`config.mk`:
```
export PLATFORM = sky130hd
export DESIGN_NAME = pattern_sched
export DESIGN_NICKNAME = d
export VERILOG_FILES = /design/src/rtl/pattern_sched_pkg.sv /design/src/rtl/pattern_sched_rr_arbiter.sv /design/src/rtl/pattern_sched.sv
export SDC_FILE = /design/constraint.sdc
export NUM_CORES = 1
export LEC_CHECK = 0
export ABC_CLOCK_PERIOD_IN_PS = 1900
export BUFFER_PORTS_ARGS = -buffer_cell sky130_fd_sc_hd__buf_4
export CAP_MARGIN = 20
export CORE_ASPECT_RATIO = 1.5
export CORE_MARGIN = 4
export CORE_UTILIZATION = 45
export CTS_CLUSTER_DIAMETER = 50
export DETAILED_ROUTE_END_ITERATION = 10
export GPL_ROUTABILITY_DRIVEN = 0
export PLACE_DENSITY = 0.73
export RECOVER_POWER = 100
export SLEW_MARGIN = 15
export SYNTH_ARGS = -nofsm -noshare
export SYNTH_HDL_FRONTEND = slang
export SYNTH_HIERARCHICAL = 1
export SYNTH_SLANG_ARGS = --single-unit
export TNS_END_PERCENT = 100
```
`constraint.sdc`:
```
create_clock -name clk -period 1.9 [get_ports clk]
set_clock_uncertainty 0.05 [all_clocks]
set_input_delay 0.475 -clock clk [delete_from_list [all_inputs] [get_ports clk]]
set_output_delay 0.475 -clock clk [all_outputs]
set_load 0.05 [all_outputs]
```
`src/rtl/pattern_sched_pkg.sv`:
```
// Shared types and constants for the burst scheduler that fronts one
// pattern generator.
package pattern_sched_pkg;

  typedef enum logic [1:0] {
    IDLE,
    PRIME,
    RUN
  } state_t;

  localparam logic MODE_ODD  = 1'b0;
  localparam logic MODE_EVEN = 1'b1;

endpackage

```
`src/rtl/pattern_sched_rr_arbiter.sv`:
```
// Combinational round-robin arbiter: the search starts at ptr and returns
// the first requester found as a one-hot grant.
module rr_arbiter #(
  parameter int N = 4
) (
  input  logic [N-1:0]         req,
  input  logic [$clog2(N)-1:0] ptr,
  output logic [N-1:0]         gnt
);

  logic [N-1:0] rot;
  logic [N-1:0] rot_gnt;

  // Rotate so the pointer lands on bit 0, isolate the lowest set bit,
  // then rotate the one-hot result back into requester order.
  always_comb begin
    rot     = N'({req, req} >> ptr);
    rot_gnt = rot & (~rot + N'(1));
    gnt     = N'(({rot_gnt, rot_gnt} << ptr) >> N);
  end

endmodule

```
`src/rtl/pattern_sched.sv`:
```
// Round-robin burst scheduler sharing one pattern generator; a PRIME cycle
// toggles the generator input so every granted burst restarts from Y = 0.
module pattern_sched
  import pattern_sched_pkg::*;
#(
  parameter int NREQ  = 4,
  parameter int LEN_W = 4
) (
  input  logic                  clk,
  input  logic                  rst,
  input  logic [NREQ-1:0]       req,
  input  logic [NREQ-1:0]       mode,
  input  logic [NREQ*LEN_W-1:0] len,
  input  logic                  abort,
  output logic [NREQ-1:0]       grant,
  output logic                  busy,
  output logic                  done,
  output logic                  aborted,
  output logic                  gen_en,
  output logic                  gen_in
);

  localparam int PTR_W = $clog2(NREQ);

  state_t             state_reg, state_next;
  logic [PTR_W-1:0]   ptr_reg, ptr_next;
  logic [LEN_W-1:0]   cnt_reg, cnt_next;
  logic [LEN_W-1:0]   cur_len_reg, cur_len_next;
  logic               cur_mode_reg, cur_mode_next;
  logic [NREQ-1:0]    grant_reg, grant_next;
  logic               busy_reg, busy_next;
  logic               done_reg, done_next;
  logic               aborted_reg, aborted_next;
  logic               gen_en_reg, gen_en_next;
  logic               gen_in_reg, gen_in_next;

  logic [NREQ-1:0]    arb_gnt;
  logic [LEN_W-1:0]   len_masked [NREQ];
  logic [LEN_W-1:0]   sel_len;
  logic               sel_mode;
  logic [PTR_W-1:0]   win_idx;
  logic [PTR_W-1:0]   ptr_adv;
  logic               launch;

  rr_arbiter #(
    .N (NREQ)
  ) u_arb (
    .req (req),
    .ptr (ptr_reg),
    .gnt (arb_gnt)
  );

  for (genvar gi = 0; gi < NREQ; gi++) begin : g_len
    assign len_masked[gi] = arb_gnt[gi] ? len[gi*LEN_W +: LEN_W] : '0;
  end

  always_comb begin
    sel_len = '0;
    win_idx = '0;
    for (int k = 0; k < NREQ; k++) begin
      sel_len = sel_len | len_masked[k];
      if (arb_gnt[k]) win_idx = PTR_W'(k);
    end
    sel_mode = |(mode & arb_gnt);
    ptr_adv  = (win_idx == PTR_W'(NREQ - 1)) ? '0 : win_idx + 1'b1;
  end

  always_comb begin
    state_next    = state_reg;
    ptr_next      = ptr_reg;
    cnt_next      = cnt_reg;
    cur_len_next  = cur_len_reg;
    cur_mode_next = cur_mode_reg;
    grant_next    = grant_reg;
    done_next     = 1'b0;
    aborted_next  = 1'b0;
    launch        = 1'b0;

    case (state_reg)
      IDLE: launch = |req;
      PRIME: begin
        if (abort) begin
          state_next   = IDLE;
          aborted_next = 1'b1;
        end else begin
          state_next = RUN;
          cnt_next   = '0;
        end
      end
      RUN: begin
        if (abort) begin
          state_next   = IDLE;
          aborted_next = 1'b1;
        end else if (cnt_reg == cur_len_reg) begin
          // Arbitrate on the last beat so the next burst follows with no gap.
          state_next = IDLE;
          done_next  = 1'b1;
          launch     = |req;
        end else begin
          cnt_next = cnt_reg + 1'b1;
        end
      end
      default: state_next = IDLE;
    endcase

    if (launch) begin
      state_next    = PRIME;
      grant_next    = arb_gnt;
      cur_mode_next = sel_mode;
      cur_len_next  = sel_len;
      ptr_next      = ptr_adv;
    end else if (state_next == IDLE) begin
      grant_next = '0;
    end

    busy_next   = (state_next != IDLE);
    gen_en_next = busy_next;
    case (state_next)
      PRIME:   gen_in_next = ~cur_mode_next;
      RUN:     gen_in_next = cur_mode_next;
      default: gen_in_next = 1'b0;
    endcase
  end

  always_ff @(posedge clk or posedge rst) begin
    if (rst) begin
      state_reg    <= IDLE;
      ptr_reg      <= '0;
      cnt_reg      <= '0;
      cur_len_reg  <= '0;
      cur_mode_reg <= MODE_ODD;
      grant_reg    <= '0;
      busy_reg     <= 1'b0;
      done_reg     <= 1'b0;
      aborted_reg  <= 1'b0;
      gen_en_reg   <= 1'b0;
      gen_in_reg   <= 1'b0;
    end else begin
      state_reg    <= state_next;
      ptr_reg      <= ptr_next;
      cnt_reg      <= cnt_next;
      cur_len_reg  <= cur_len_next;
      cur_mode_reg <= cur_mode_next;
      grant_reg    <= grant_next;
      busy_reg     <= busy_next;
      done_reg     <= done_next;
      aborted_reg  <= aborted_next;
      gen_en_reg   <= gen_en_next;
      gen_in_reg   <= gen_in_next;
    end
  end

  assign grant   = grant_reg;
  assign busy    = busy_reg;
  assign done    = done_reg;
  assign aborted = aborted_reg;
  assign gen_en  = gen_en_reg;
  assign gen_in  = gen_in_reg;

endmodule

```
==> flow_summary.json, run 1 <==
{
  "worst_hold_path.endpoint": "grant[2]",
  "globalRouteOverflowTotal": 0,
  "wl_per_cell_um": 14.8,
  "worst_ep_arrival_time_ps": 1940,
  "ys_seq_area_share_pct": 41.8,
  "cp.required_ps": 2000,
  "nNetsFinal": 211,
  "synth_most_common_cell": "dfrtp_1",
  "syn_avg_cell_area_sq_um": 9.59,
  "nFillCells": 245,
  "htree_levels": 1,
  "wl_mm": 3.18,
  "synth_mux_area_share_pct": 4.18,
  "hold_viol": 0,
  "hp-class": "register to register",
  "p_switching_uw": 1170,
  "drt_iter0_markers": 31,
  "synth_nets": 163,
  "p_per_area_nw_per_um2": 1540,
  "coreArea_sq_um": 2680,
  "dr.pass1.iters": 4,
  "rows": 23,
  "cts.sinks": 21,
  "synth_top_area_cell": "dfrtp_1",
  "report.final.slew_viol_count": 0,
  "clkPwrFrac_pct": 11.6,
  "grt_pass1_wl_mm": 5.15,
  "start_util_pct": 46.9,
  "peakVddDrop_v": 0.000845,
  "antenna_cells": 0,
  "synth_warnings": 6,
  "synth_fa_ha_area_share_pct": 4.98,
  "multi_input_area_sq_um": 679,
  "hold_path.startpoint": "grant[2]",
  "clock.fmax_mhz": 545,
  "postCtsHoldBufs": 0,
  "tritoncts": "built",
  "die_w_um": 51.1,
  "syn_to_final_growth_pct": 32.4,
  "viasPerCell": 5.49,
  "grt_pass1_vias": 1198,
  "crit_fanout": 5,
  "synth_xor_area_share_pct": 2.79,
  "rrSetupSlack_ps": 60,
  "criticalPathCategory": "register to register",
  "ant_nets": 0,
  "p_int_uw": 1380,
  "dpl_worst_slack_ps": -19.4,
  "ys_types": 37,
  "rsz0062_at_grt": "no",
  "end_kind": "register",
  "outcome": "completed",
  "synth_common_cells": "dfrtp_1, a22oi_1, nor2_1, nand2_1",
  "p_leak_uw": 0.000760,
  "track_usage_pct": 18.1,
  "place_area_sq_um": 1610,
  "ys_ff_latch": 21,
  "dp_hpwl_mm": 2.48,
  "ys.flop_type": "dfrtp_1",
  "seq_power_share_pct": 30.4,
  "maxSlewHeadroom_pct": 23.0,
  "clockBufferDepth": 2,
  "reg2reg_to": "gen_in",
  "final_layout_size_suffix_gt1_share_pct": 29.8,
  "crit_path_start_kind": "register",
  "synth_top_family_by_area": "compound AO/OA/AOI/OAI gates",
  "grt_max_degree": 22,
  "synth_compound_area_share_pct": 27.9,
  "regArea_sq_um": 527,
  "pwr-share-comb_pct": 58.1,
  "reg2regPathDepth": 5,
  "p_sw_share_pct": 46.0,
  "clk_latency_ps": 260,
  "yosys.area.top_type_share_pct": 41.8,
  "clock-root-buffer": "clkbuf_8",
  "final_util_pct": 62.1,
  "drv_cap": 0,
  "die_y_um": 72.7,
  "final_area_sq_um": 1660,
  "clkTransAtPathRegs_ps": 80,
  "fin_ws_ps": 64.8,
  "pin_count": 36,
  "synthCells": 131,
  "fp.dieArea_sq_um": 3720,
  "synth_enable_flop_cells": 0,
  "post-route-min-period_ps": 1840,
  "crit-reg2reg-launch": "state_reg[1]",
  "setup_viol": 0,
  "worst_slew_pin_slew_ps": 1150,
  "grt_antenna_before_repair": 0,
  "synth_area_sq_um": 1260,
  "fin_crit_sh_pct": 96.6,
  "portBuffers": 35,
  "synthTopCellsByArea": "dfrtp_1, a22oi_1, ha_1, a21oi_1, nor2_1",
  "holdPathStages": 1,
  "num_vias": 1181,
  "cts_buffers": 3,
  "synth-simple-area-share_pct": 12.9,
  "async_reset_ff_share_pct": 100,
  "drc": 0
}
==> layout make-up <==
type | count | share of cell area (%)
Clock buffer | 3 | 2.48
Clock inverter | 1 | 0.301
Inverter | 8 | 1.81
Multi-Input combinational cell | 94 | 40.9
Sequential cell | 21 | 31.7
Tap cell | 37 | 2.78
Timing Repair Buffer | 51 | 20.1
==> power by group through the flow <==
stage	Sequential, uW	Combinational [uW]	Clock (uW)
6_report	775	1480	296
4_1_cts	774	1460	303
5_1_grt	799	1620	325
3_5_place_dp	778	1450	0
2_1_floorplan	978	867	0
3_3_place_gp	770	1410	0
==> cells by family after synthesis <==
kind of cell / Yosys count
xor gates and xnor gates: 4
and+or+nand+nor: 33
AOI/OAI and AO/OA: 47
adders and majority gates: 5
buffers and inverters: 16
DFF: 21
muxes: 5
==> timing repair <==
action / 4_1_cts / 5_1_grt
pin swaps: 0 / 3
setup endpoints to repair: 1 / 7
cloned: 0 / 0
resized for setup: 1 / 4
setup buffers: 0 / 6
==> critical path, cell delays in order (launching register included) <==
cell and delay [ps]:
dfrtp_1 450, ha_2 230, nand2_2 100, o41a_4 470
nor3b_1 150, o31a_1 270
==> routing by layer <==
metal / vias to the layer above / global-route usage [%] / share of wire, %
li1: 574 / - / -
met1: 565 / 18.2 / 38
met2: 38 / 35.9 / 56
met3: 4 / 3.27 / 5.5
met4: 0 / 6.29 / 0.79
met5: - / 0 / 0
==> through the flow <==
| step | total power [uW] | instances | hold slack (ps) | TNS, ps |
|---|---|---|---|---|
| 2_1_floorplan | 1840 | 131 | 402 | -21.1 |
| 3_3_place_gp | 2180 | 205 | 440 | 0 |
| 3_5_place_dp | 2230 | 205 | 445 | -19.4 |
| 4_1_cts | 2540 | 209 | 199 | 0 |
| 5_1_grt | 2740 | 215 | 483 | 0 |
| 6_report | 2550 | 215 | 467 | 0 |
==> layout by cell type, fill, tap and decap left out, types with 2 or more instances in the layout <==
cell type  count
nand2b_1       2
xnor2_1        4
o211a_1        2
ha_1           4
a22oi_1       11
nand3_1        2
nand2_1        8
mux2i_1        3
o31a_1         2
inv_1          7
a31oi_1        4
a21oi_1        8
clkbuf_8       3
clkbuf_4       3
nand3b_1       2
buf_4         35
nor2_1        10
o21ai_0        6
mux2_1         2
clkbuf_1      13
a22o_1         4
a22oi_2        2
dfrtp_1       20
==> worst max path at each step <==
| stage | start | to | slack [ps] | cells past startpoint |
|---|---|---|---|---|
| finish | state_reg[1] | gen_in | 60 | 5 |
| global route | state_reg[1] | gen_in | 8 | 5 |
| CTS | state_reg[0] | gen_in | 9 | 6 |
| detailed placement | state_reg[0] | gen_in | -20 | 6 |
| global placement | req[1] | ptr_reg[0] | 40 | 4 |
| floorplan | req[1] | grant[0] | -10 | 6 |
Power figures use the tool's default switching activity.
==> inputs of run 2 (changes only) <==
--- a/config.mk
+++ b/config.mk
@@ -11,6 +11,7 @@
 export CORE_ASPECT_RATIO = 1.5
 export CORE_MARGIN = 4
 export CORE_UTILIZATION = 45
+export CTS_BUF_LIST = sky130_fd_sc_hd__clkbuf_4
 export CTS_CLUSTER_DIAMETER = 50
 export DETAILED_ROUTE_END_ITERATION = 10
 export GPL_ROUTABILITY_DRIVEN = 0
==> flow_summary.json, run 2 (synthesis results as in run 1) <==
{
  "final_layout_size_suffix_gt1_share_pct": 29.9,
  "dp_hpwl_mm": 2.48,
  "drv_cap": 0,
  "num_vias": 1169,
  "coreArea_sq_um": 2680,
  "cts_buffers": 3,
  "clock.fmax_mhz": 542,
  "grt_use_met1_pct": 18.9,
  "ant_nets": 0,
  "die_w_um": 51.1,
  "crit-reg2reg-launch": "cnt_reg[2]",
  "worst_slew_pin_slew_ps": 1130,
  "slowest_stage": "dfrtp_2",
  "clock-root-buffer": "clkbuf_4",
  "final_util_pct": 60.5,
  "grt_max_degree": 22,
  "grt_use_met3_pct": 2.66,
  "maxSlewHeadroom_pct": 24.5,
  "cp.required_ps": 2060,
  "grt_pass1_vias": 1199,
  "setup_viol": 0,
  "cp_top_family": "compound AO/OA/AOI/OAI gates",
  "final_area_sq_um": 1620,
  "syn_to_final_growth_pct": 29.0,
  "nNetsFinal": 207,
  "met2_usage_pct": 36.0,
  "end_kind": "register",
  "post-route-min-period_ps": 1850,
  "worst_ep_arrival_time_ps": 2010,
  "grt_pass1_wl_mm": 5.15,
  "peakVddDrop_v": 0.000817,
  "antenna_cells": 0,
  "tritoncts": "built",
  "clkTransAtPathRegs_ps": 130,
  "wl_mm": 3.20,
  "clockBufferDepth": 2,
  "fp.dieArea_sq_um": 3720,
  "hp-class": "primary input to register",
  "pin_count": 36,
  "rows": 23,
  "dr.pass1.iters": 4,
  "p_leak_uw": 0.000742,
  "start_util_pct": 46.9,
  "report.final.slew_viol_count": 0,
  "wl_per_cell_um": 15.2,
  "track_usage_pct": 18.0,
  "top_usage_layer": "met2",
  "hold_path.startpoint": "len[14]",
  "globalRouteOverflowTotal": 0,
  "drc": 0,
  "rsz0062_at_grt": "no",
  "grt_antenna_before_repair": 0,
  "fin_crit_sh_pct": 97.1,
  "postCtsHoldBufs": 0,
  "nFillCells": 245,
  "place_area_sq_um": 1610,
  "critPathLaunch": "cnt_reg[2]",
  "p_per_area_nw_per_um2": 1500,
  "die_y_um": 72.7,
  "final_common_cell": "buf_4",
  "criticalPathCategory": "register to register",
  "viasPerCell": 5.54,
  "cts.sinks": 21,
  "crit_path_start_kind": "register",
  "clk_latency_ps": 310,
  "htree_levels": 1,
  "outcome": "completed",
  "crit_fanout": 5,
  "critical_path_buf_inv_count": 0,
  "layout_common_cells": "buf_4, dfrtp_1, a22oi_1",
  "hold_viol": 0,
  "slowest_delay_ps": 460,
  "drt_iter0_markers": 30,
  "path_cells": "xnor2_1, and4_1, o41a_4, nor3b_1, o31a_1",
  "portBuffers": 35
}
==> run 2: worst paths after layout <==
kind	to	slack, ps	depth (start not counted)
min reg2reg	grant[2]	480	1
max reg2reg	gen_in	50	5
max	gen_in	50	5
min in group asynchronous	grant[0]	450	3
min	cur_len_reg[2]	420	3
max in group asynchronous	cnt_reg[2]	600	3
==> run 2: worst register-to-register path, stage by stage, from the launching register on <==
cell,delay [ps]
dfrtp_2,460
xnor2_1,150
and4_1,270
o41a_4,400
nor3b_1,150
o31a_1,270
==> run 2: per-layer routing <==
layer	vias to the layer above	share of wire, %
met4	0	0.62
li1	566	-
met2	37	56
met3	2	5.6
met1	564	38
met5	-	0
==> run 2: power breakdown <==
| part | leakage [uW] | switching [uW] | internal [uW] |
|---|---|---|---|
| clock network | 0.0000177 | 149 | 78.5 |
| registers | 0.000264 | 150 | 624 |
| logic | 0.000461 | 865 | 566 |
| total | 0.000742 | 1160 | 1270 |
==> run 2: area by class of cell <==
class / count / area [sq um] / share of cell area [%]
repair buffers: 47 / 310 / 19.2
well taps: 37 / 46.3 / 2.86
clock inverters: 1 / 5.00 / 0.309
inverters: 8 / 30.0 / 1.85
multi-input cells: 94 / 679 / 41.9
clock buffers: 3 / 22.5 / 1.39
flip-flops and latches: 21 / 527 / 32.5
==> run 2: what timing repair did <==
| item | 4_1_cts | 5_1_grt |
|---|---|---|
| pin swaps | 0 | 1 |
| setup buffers | 1 | 1 |
| gates cloned | 0 | 0 |
| endpoints found under the setup margin | 1 | 5 |
| resized for setup | 1 | 4 |
==> run 2: stage by stage <==
| stage | worst slack [ps] | setup TNS [ps] | hold slack, ps | power (uW) | std cells |
|---|---|---|---|---|---|
| after global routing | 0.750 | 0 | 430 | 2600 | 211 |
| after global placement | 42.6 | 0 | 440 | 2180 | 205 |
| after detailed placement | -19.4 | -19.4 | 445 | 2230 | 205 |
| after floorplan | -10.6 | -21.1 | 402 | 1840 | 131 |
| after CTS | 24.4 | 0 | 143 | 2480 | 210 |
| final | 54.7 | 0 | 424 | 2430 | 211 |
